File: config.mk
export PLATFORM = sky130hd
export DESIGN_NAME = countdown_timer
export DESIGN_NICKNAME = d
export VERILOG_FILES = /design/src/rtl/countdown_timer.sv
export SDC_FILE = /design/constraint.sdc
export NUM_CORES = 1
export LEC_CHECK = 0
export CAP_MARGIN = 20
export CORE_MARGIN = 4
export CORE_UTILIZATION = 45
export CTS_BUF_LIST = sky130_fd_sc_hd__clkbuf_16
export CTS_CLUSTER_DIAMETER = 200
export DETAILED_ROUTE_END_ITERATION = 12
export GPL_TIMING_DRIVEN = 0
export PLACE_DENSITY_LB_ADDON = 0.2
export SLEW_MARGIN = 5
export SYNTH_ARGS = -nofsm -noshare
export SYNTH_HDL_FRONTEND = slang
export SYNTH_SLANG_ARGS = --single-unit
File: constraint.sdc
create_clock -name clk -period 2.1 [get_ports clk]
set_input_delay 0.315 -clock clk [delete_from_list [all_inputs] [get_ports clk]]
set_output_delay 0.315 -clock clk [all_outputs]
set_load 0.05 [all_outputs]
File: src/rtl/countdown_timer.sv
// Loadable down-counting timer with start/pause/abort control; terminal count flagged on borrow_out.
// Define COUNTDOWN_AUTO_RELOAD_EN for periodic auto-reload instead of one-shot DONE.
module countdown_timer #(
  parameter int unsigned NUMBER_OF_BIT = 4,
  parameter int unsigned RST_VALUE     = 12
) (
  input  logic                     clk,
  input  logic                     glob_rst_n,
  input  logic                     ce,
  input  logic                     start,
  input  logic                     stop,
  input  logic                     load,
  input  logic [NUMBER_OF_BIT-1:0] load_value,
  output logic [NUMBER_OF_BIT-1:0] cnt,
  output logic                     borrow_out,
  output logic                     busy,
  output logic                     done
);

  localparam logic [NUMBER_OF_BIT-1:0] RST_CNT = NUMBER_OF_BIT'(RST_VALUE);
  localparam logic [NUMBER_OF_BIT-1:0] ONE     = NUMBER_OF_BIT'(1);

  typedef enum logic [1:0] {IDLE, RUN, PAUSE, DONE} state_t;

  state_t                   state, state_next;
  logic [NUMBER_OF_BIT-1:0] reload, reload_next, cnt_next;
  logic                     borrow_next, busy_next, done_next;

  always_ff @(posedge clk or negedge glob_rst_n) begin
    if (!glob_rst_n) begin
      state      <= IDLE;
      cnt        <= RST_CNT;
      reload     <= RST_CNT;
      borrow_out <= 1'b0;
      busy       <= 1'b0;
      done       <= 1'b0;
    end else begin
      state      <= state_next;
      cnt        <= cnt_next;
      reload     <= reload_next;
      borrow_out <= borrow_next;
      busy       <= busy_next;
      done       <= done_next;
    end
  end

  always_comb begin
    state_next  = state;
    cnt_next    = cnt;
    reload_next = reload;
    borrow_next = 1'b0;
    case (state)
      IDLE: begin
        if (load) begin
          reload_next = load_value;
          cnt_next    = load_value;
        end
        if (start && !stop) state_next = RUN;
      end
      RUN: begin
        // stop has priority; a ce in the same cycle is dropped
        if (stop) begin
          state_next = PAUSE;
        end else if (ce) begin
          if (cnt != '0) begin
            cnt_next = cnt - ONE;
          end else begin
            borrow_next = 1'b1;
`ifdef COUNTDOWN_AUTO_RELOAD_EN
            cnt_next    = reload;
`else
            state_next  = DONE;
`endif
          end
        end
      end
      PAUSE: begin
        if (stop) begin
          state_next = IDLE;
          cnt_next   = reload;
        end else if (start) begin
          state_next = RUN;
        end
      end
      DONE: begin
        if (load) begin
          reload_next = load_value;
          cnt_next    = load_value;
          state_next  = (start && !stop) ? RUN : IDLE;
        end else if (start && !stop) begin
          cnt_next   = reload;
          state_next = RUN;
        end
      end
      default: state_next = IDLE;
    endcase
  end

  // Status is decoded from the next state so busy/done come straight from flops.
  always_comb begin
    busy_next = (state_next == RUN) || (state_next == PAUSE);
    done_next = (state_next == DONE);
  end

endmodule

# Yosys cells after proc, flatten, opt, wreduce, memory -nomap -nowiden
# Index checks and enable logic that the tools add are counted.
# classes
add_sub_neg	1
n_eq_ne	12
n_mux	21
n_reduce_logical	8
# op_table
operator	n
$mux W4	7
$pmux W4 S4	1
$mux W2	7
$ne A2 B2 Y1 const B	5
$eq A2 B2 Y1 const B	4
$pmux W2 S4	1
$reduce_and A6 Y1	1
$mux W1	5
$eq A2 B1 Y1 const B	2
$reduce_bool A4 Y1	1
$sub A4 B1 Y4 const B	1
$ne A3 B3 Y1 const B	1
$logic_not A2 Y1	1
$reduce_and A2 Y1	1
$reduce_or A2 Y1	1
$logic_and A1 B1 Y1	1
$logic_not A1 Y1	1
$logic_or A1 B1 Y1	1
# totals
reg_bits	13
inputBits	10
output_inout_bits	7
elab_cells	48

# Logic depth before layout (Yosys ltp)
# Gate-level depths: netlist of run 1.
# depth
depth_word	7
depth_mapped	7
depth_no_buf	7

# Least setup slack after synthesis of run 1
# No wires, ideal clock.
# synth_timing
path_kind	register to register
from	register cnt[0]
to	register busy
setup_time_ps	126
t_arrival_ps	1976
required_ps	1974
slack_ps	-2
path_stages_with_launch	8
path_buffers	0
synth_period_minus_slack_ps	2102
path_cell_list	dfrtp_1 -> inv_1 -> ha_1 -> nor3b_1 -> and4b_1 -> a211oi_1 -> o21ai_1 -> ha_1
# synth_via
elab_chain_len	7
word_cells_on_any_way	8
classes_between	2 x eq/ne; 4 x mux; 2 x reduce/logical
# synth_lines
item	line_no	source
start, declared	14	output logic [NUMBER_OF_BIT-1:0] cnt,
start signal, assigned	39	cnt <= cnt_next;
$reduce_bool A4 Y1 (*)	65	if (cnt != '0) begin
$mux W2 (*)	65	
$mux W2 (*)	64	end else if (ce) begin
$mux W2 (*)	62	if (stop) begin
$pmux W2 S4 (*)	52	case (state)
$eq A2 B1 Y1 / $eq A2 B2 Y1 (equally long branches)	101	busy_next = (state_next == RUN) || (state_next == PAUSE);
$logic_or A1 B1 Y1 (*)	101	
net busy_next	27	logic borrow_next, busy_next, done_next;
end signal, assigned	42	busy <= busy_next;
end, declared	16	output logic busy,
# The timed path passes the listed nets; every way through them passes the cells marked *.
# A chain may end at the register's enable or synchronous reset.

# Worst setup path in the final report of run 1
# layout_timing
from	register cnt[2]
to	output cnt[2]
# No word-level cell between the ends.

==> impl_metrics.yaml, run 1 <==
drt:
  routedWlPerCell_um: 16.53
  drt_drc_violations_left: 0
  drt_first_pass_iters: 4
  antenna_left: 0
  routed_wl_um: 1752
  drt_iter0_drc: 15
  vias: 652
  via_per_inst: 6.151
setup_path:
  crit_family: "buffers and inverters"
  crit_path_cell_trace: "clkdlybuf4s50_1"
  startpoint_type: "flop"
  crit_fanout: 6
  crit_buf_inv: 1
  cp-end-kind: "output port"
  critPathSlowestCell: "clkdlybuf4s50_1"
  critPathRequiredTime_ps: 1780
  crit_type: "reg2out"
  critPathMaxStageDelay_ps: 820
  cp.arrival_ps: 1650
synth:
  synth_flop_cell: "dfrtp_1"
  ys_ff_latch: 13
  yosys_warnings: 0
  avgSynthCellArea_um2: 11.12
  ys_seq_area_frac: 0.4244
  syn_inst: 70
  synth_nets: 87
  synth_edf_count: 0
  syn_area_um2: 778.2
  synth_cell_types: 29
  async_flop_share: 1.000
sta:
  setup_viol: 0
  clock.fmax_mhz: 507.9
  min_period_ps: 1969
  fin_crit_sh: 0.9376
  drv_slew: 0
  relSlewSlack: 0.6234
  hold_violations: 0
  rsz0062_at_grt: "false"
  tightest_slew_ps: 563.2
  fin_tns_setup_ps: 0
  finClkSkew_ps: 0.8215
die:
  core_mm2: 0.001577
  die_area_mm2: 0.002459
  rows: 14
  initial_utilization: 0.4937
  pin_count: 17
  die_h_um: 49.59
  die_width_um: 49.59
job:
  cap_violations: 0
grt:
  grt_pass1_wl_um: 2987
  grt_pass1_vias: 656
  use_met1: 0.1925
  grt_start_max_net_pins: 14
  antenna_found_initial: 0
  grt_use_total: 0.1576
  top_usage_layer: "met2"
  overflow: 0
  grtUsageMet3: 0.05422
  gr-usage-met2: 0.2621
clock_network:
  numCtsBuffers: 3
  clock_path_buffers: 2
  postCtsSetupBuffers: 0
  hold_buffers: 0
  clock-sinks: 13
  insertion_delay_ps: 240
  htree_levels: 1
  root_buffer: "clkbuf_16"
  cts_tree: "done"
  clk_pin_slew_worst_paths_ps: 40
pwr:
  p_leak_uw: 0.0004490
  clkPwrFrac: 0.192
  switching_share: 0.4167
  comb_power_share: 0.537
  ir_worst_vdd_mv: 1.174
  power_density_mw_per_mm2: 1752
  p_switching_uw: 762.8
  power.internal_uw: 1068
  sequentialPowerShare: 0.271
place:
  gp_congestion: 0.8109
  dp_cells: 102
  hpwl_um: 1215
  port_buffers: 16
cells_and_area:
  fill_cells: 132
  final_nets: 108
  final_cell_count_no_fill: 106
  antennaDiodeCount: 0
  areaGrowthSynthToFinish_pct: 34.24
  drive_gt1_frac: 0.1889
hold_path:
  worst_hold_path_type: "in2async"
run_status:
  status: "complete, no violations"
sequential cells by signal (all words and copies together) (netlist names):
register / flops
borrow_out: 1
busy: 1
cnt: 4
done: 1
reload: 4
state: 2
layer usage:
metal  vias up  wire (µm)  part of all wire
li1        308          -                 -
met1       312        734              0.42
met4         0         12            0.0068
met3         2        120             0.068
met2        30        885              0.51
met5         -          0                 0
path summary, 6_finish.rpt:
path | startpoint | endpoint | slack [ps] | cells past startpoint
min reg2reg | reload[0] | reload[0] | 510 | 1
max | cnt[2] | cnt[2] | 130 | 1
max reg2reg | cnt[1] | busy | 160 | 7
min | glob_rst_n | borrow_out | 440 | 1
max in group asynchronous | glob_rst_n | cnt[0] | 1250 | 1
min in group clk | reload[0] | reload[0] | 510 | 1
power groups by stage:
stage,clock (µW),combinational [µW],sequential (µW)
floorplan,0,524,669
global placement,0,947,483
detailed placement,0,959,490
CTS,360,976,491
global route,374,1060,519
finish,351,983,496
cell type report:
type                    count  area [µm²]  share of cell area
clock inverters             1       5.005            0.004790
flip-flops and latches     13       331.6              0.3174
clock buffers               3       75.07             0.07186
inverters                   5       18.77             0.01796
well taps                  16       20.02             0.01916
multi-input cells          52       434.2              0.4156
repair buffers             16       160.2              0.1533
metrics by stage:
stage	hold WS (ps)	utilization	setup slack, ps	instance area [µm²]	power [µW]
2_1_floorplan	19.41	-	34.25	779.5	1193
3_3_place_gp	497.3	0.6087	139.4	959.7	1431
3_5_place_dp	500.9	0.6087	82.30	959.7	1449
4_1_cts	468.7	0.6595	154.0	1040	1827
5_1_grt	492.6	0.6627	45.95	1045	1956
6_report	444.4	0.6627	131.0	1045	1831
cell usage in the layout, fill, tap and decap left out, types with 3 or more instances in the layout:
cell / count
clkbuf_16: 3
nand2b_1: 3
clkdlybuf4s50_1: 16
a221oi_1: 3
nor2_1: 3
o21ai_1: 3
dfrtp_1: 8
a21oi_1: 4
dfstp_2: 4
inv_1: 5
nor2b_1: 4
mux2_2: 4
ha_1: 7
synthesized netlist by cell type (2+ instances only):
cell type / n / share of area
dfrtp_1: 9 / 0.29
a221oi_1: 3 / 0.034
nand2b_1: 3 / 0.024
mux2i_1: 2 / 0.026
nor2b_1: 4 / 0.032
nor3b_1: 2 / 0.019
o2bb2ai_1: 2 / 0.023
ha_1: 7 / 0.11
dfstp_2: 4 / 0.14
nor2_1: 3 / 0.014
a21oi_1: 4 / 0.026
inv_1: 5 / 0.024
o21ai_1: 3 / 0.019
mux2_2: 4 / 0.058
cells by family after synthesis:
group	Yosys count	synth area share
AO/OA/AOI/OAI	21	0.1978
adder cells (fa/ha/maj)	7	0.1125
buffers and inverters	5	0.02412
flip-flops	13	0.4244
multiplexers	7	0.1029
AND/OR/NAND/NOR	17	0.1383
worst reg2reg max path: stages, from the launching register on:
cell and delay (ps):
dfrtp_1 380, inv_1 90, ha_1 190, nor3b_2 170
and4b_1 200, a211oi_1 360, o21ai_1 150, ha_1 280
timing repair:
action / 4_1_cts / 5_1_grt
resized for setup: 0 / 1
hold endpoints to repair: 0 / 0
setup endpoints to repair: 0 / 1
Note: power is estimated with default switching activity, not from simulation.
==> run 2: changes to the inputs <==
--- a/config.mk
+++ b/config.mk
@@ -10,6 +10,7 @@
 export CORE_UTILIZATION = 45
 export CTS_BUF_LIST = sky130_fd_sc_hd__clkbuf_16
 export CTS_CLUSTER_DIAMETER = 200
+export CTS_CLUSTER_SIZE = 10
 export DETAILED_ROUTE_END_ITERATION = 12
 export GPL_TIMING_DRIVEN = 0
 export PLACE_DENSITY_LB_ADDON = 0.2
==> results of run 2 <==
Same layout as run 1: the final DEF is identical, and so are final timing and power.
==> edit: new RTL, config.mk and constraints of run 2 <==
Re-encode `state_t` (4 states) as Gray code, 2 bits wide.
--- a/src/rtl/countdown_timer.sv
+++ b/src/rtl/countdown_timer.sv
@@ -20,7 +20,7 @@
   localparam logic [NUMBER_OF_BIT-1:0] RST_CNT = NUMBER_OF_BIT'(RST_VALUE);
   localparam logic [NUMBER_OF_BIT-1:0] ONE     = NUMBER_OF_BIT'(1);
 
-  typedef enum logic [1:0] {IDLE, RUN, PAUSE, DONE} state_t;
+  typedef enum logic [1:0] {IDLE = 2'b00, RUN = 2'b01, PAUSE = 2'b11, DONE = 2'b10} state_t;
 
   state_t                   state, state_next;
   logic [NUMBER_OF_BIT-1:0] reload, reload_next, cnt_next;
Check against the original RTL: no difference found for any inputs over 10 cycles, from zero or initial values and one cycle with glob_rst_n low; not proved beyond that.
==> edit against run 2 <==
Worst setup slack improved by 31 ps. Final area fell by 4.0%. Routed wire length fell by 19%. Critical endpoint unchanged. Register-to-register slack improved by 280 ps. Total power fell by 4.9%. Sequential cell count did not move. Count of clock-buffer cells in the layout did not move. Synthesized area fell by 4.3%. First-iteration DRC count fell by 27%.
==> edit: results (changes against run 2) <==
outcome complete, no violations (unchanged); DR vias 595 (was 652); clock buffer depth 2 (unchanged); GPL Wtd Cong 0.7710 (was 0.8109); Worst Path Max Fanout 5 (was 6); met1 GRT Util 15.55% (was 19.25%); Static Leak 0.4743 nW (was 0.4490 nW); Synth warnings 0 (unchanged); ratio of cells with drive above 1 in the final layout 17.53% (was 18.89%); pin count of the biggest net entering global routing 14 (unchanged); Post-Route WL 1.421 mm (was 1.752 mm); Setup Slack @ Placement 130.3 ps (was 82.30 ps); CTS Buf Count 3 (unchanged); CP delay by family, top buffers and inverters (unchanged); total track usage 12.91% (was 15.76%); initial antenna violation count 0 (unchanged); worst setup skew after layout 2.478 ps (was 0.8215 ps); post-synthesis sequential area ratio 44.37% (was 42.44%); Hold Crit Class in2async (unchanged); H-Tree Depth 1 (unchanged); Peak supply drop 0.001057 V (was 0.001174 V); Max stage delay cell, worst path clkdlybuf4s50_1 (unchanged); postcts setup bufs 0 (unchanged); Final HPWL DP 1.088 mm (was 1.215 mm); DRT Pass-1 Iters 4 (unchanged); synth unique cells 31 (was 29); ANT cells 0 (unchanged); Synthesized Nets 89 (was 87); Resize count post-CTS 0 (unchanged); dpl cell area 924.6 um2 (was 959.7 um2); Worst slew margin 62.27% (was 62.34%); Synth top cells by count nand2_1 (16), dfrtp_1 (9) (was dfrtp_1 (9), ha_1 (7), inv_1 (5)); first-pass GRT wire length 2.380 mm (was 2.987 mm); Initial DRC Count 11 (was 15); clock transition at the registers of the reported paths 40 ps (about the same); Synth async-reset ratio 100.0% (unchanged); largest registers cnt (4), reload (4), state (2) (unchanged); Synth area leaders dfrtp_1 (30%), dfstp_2 (14%), nand2_1 (8.1%) (was dfrtp_1 (29%), dfstp_2 (14%), ha_1 (11%)); GRT met2 Usage 19.13% (was 26.21%); slowest stage delay, CP between 800 and 900 ps; critical path arrival 1620 ps (was 1650 ps); top-count cell post-synth nand2_1 (was dfrtp_1); number of I/O port buffers 16 (unchanged); met3 Resource Use GR 6.748% (was 5.422%); Synth Flop Type dfrtp_1 (unchanged); Skew-Pair Late Insertion Delay 240 ps (about the same); Clock Root Buffer clkbuf_16 (unchanged); vias in the first global route 538 (was 656); NumNets Final 110 (was 108)
## edit: cell types whose count changed in the layout (fill, tap and decap cells not counted), moves of 3 or more
| cell | run 2 | this run |
|---|---|---|
| o21ai_1 | 3 | 0 |
| mux2_2 | 4 | 0 |
| nand3_1 | 0 | 4 |
| nor2b_1 | 4 | 1 |
| ha_1 | 7 | 2 |
| nand2_1 | 0 | 16 |
| a221oi_1 | 3 | 0 |
| a211o_1 | 0 | 3 |
## edit: worst paths after layout
check,startpoint,endpoint,slack (ps),cells after the start
max,cnt[2],cnt[2],160,1
min,glob_rst_n,borrow_out,440,1
max reg2reg,cnt[0],cnt[0],440,6
min reg2reg,reload[3],reload[3],460,2
max in group asynchronous,glob_rst_n,reload[3],1280,1
min in group clk,reload[3],reload[3],460,2
## edit: area by class of cell
cell class                      instances  area (um2)
Buffer                                  3       13.76
Multi-Input combinational cell         57       385.4
Inverter                                4       15.01
Sequential cell                        13       330.3
Clock buffer                            3       75.07
Fill cell                             129       538.0
Timing Repair Buffer                   16       160.2
Tap cell                               16       20.02
Clock inverter                          1       3.754
## edit: power by group
part,internal [mW],leakage (nW),switching (mW)
Sequential,0.393,0.152,0.0929
Combinational,0.411,0.280,0.497
Clock,0.250,0.0423,0.0978
Total,1.05,0.474,0.687
## edit: cells by family (layout without fill, tap and decap cells)
family | count (synthesis) | after routing | synth area share, %
AOI/OAI and AO/OA | 16 | 16 | 17.98
buffers and inverters | 7 | 27 | 3.865
and+or+nand+nor | 35 | 35 | 23.20
xor gates and xnor gates | 1 | 1 | 1.177
muxes | 3 | 3 | 6.050
adders and majority gates | 2 | 2 | 3.361
DFF | 13 | 13 | 44.37
## edit: through the flow
stage               cells  util, %  total power [mW]
floorplan              77        -             1.167
global placement      109    59.98             1.382
detailed placement    109    59.98             1.400
CTS                   113    65.10             1.759
global route          113    65.10             1.854
finish                113    65.10             1.742
## edit: worst register-to-register path, stage by stage (launching register included)
cell	delay, ps
dfrtp_1	420
inv_1	100
ha_1	140
nor3b_1	270
nand2b_1	170
a21o_4	160
mux2_4	290
## edit: routing by layer
layer | wire length, um | part of all wire [%]
met1 | 659 | 46
met2 | 645 | 45
met3 | 93 | 6.5
met4 | 22 | 1.5
met5 | 0 | 0
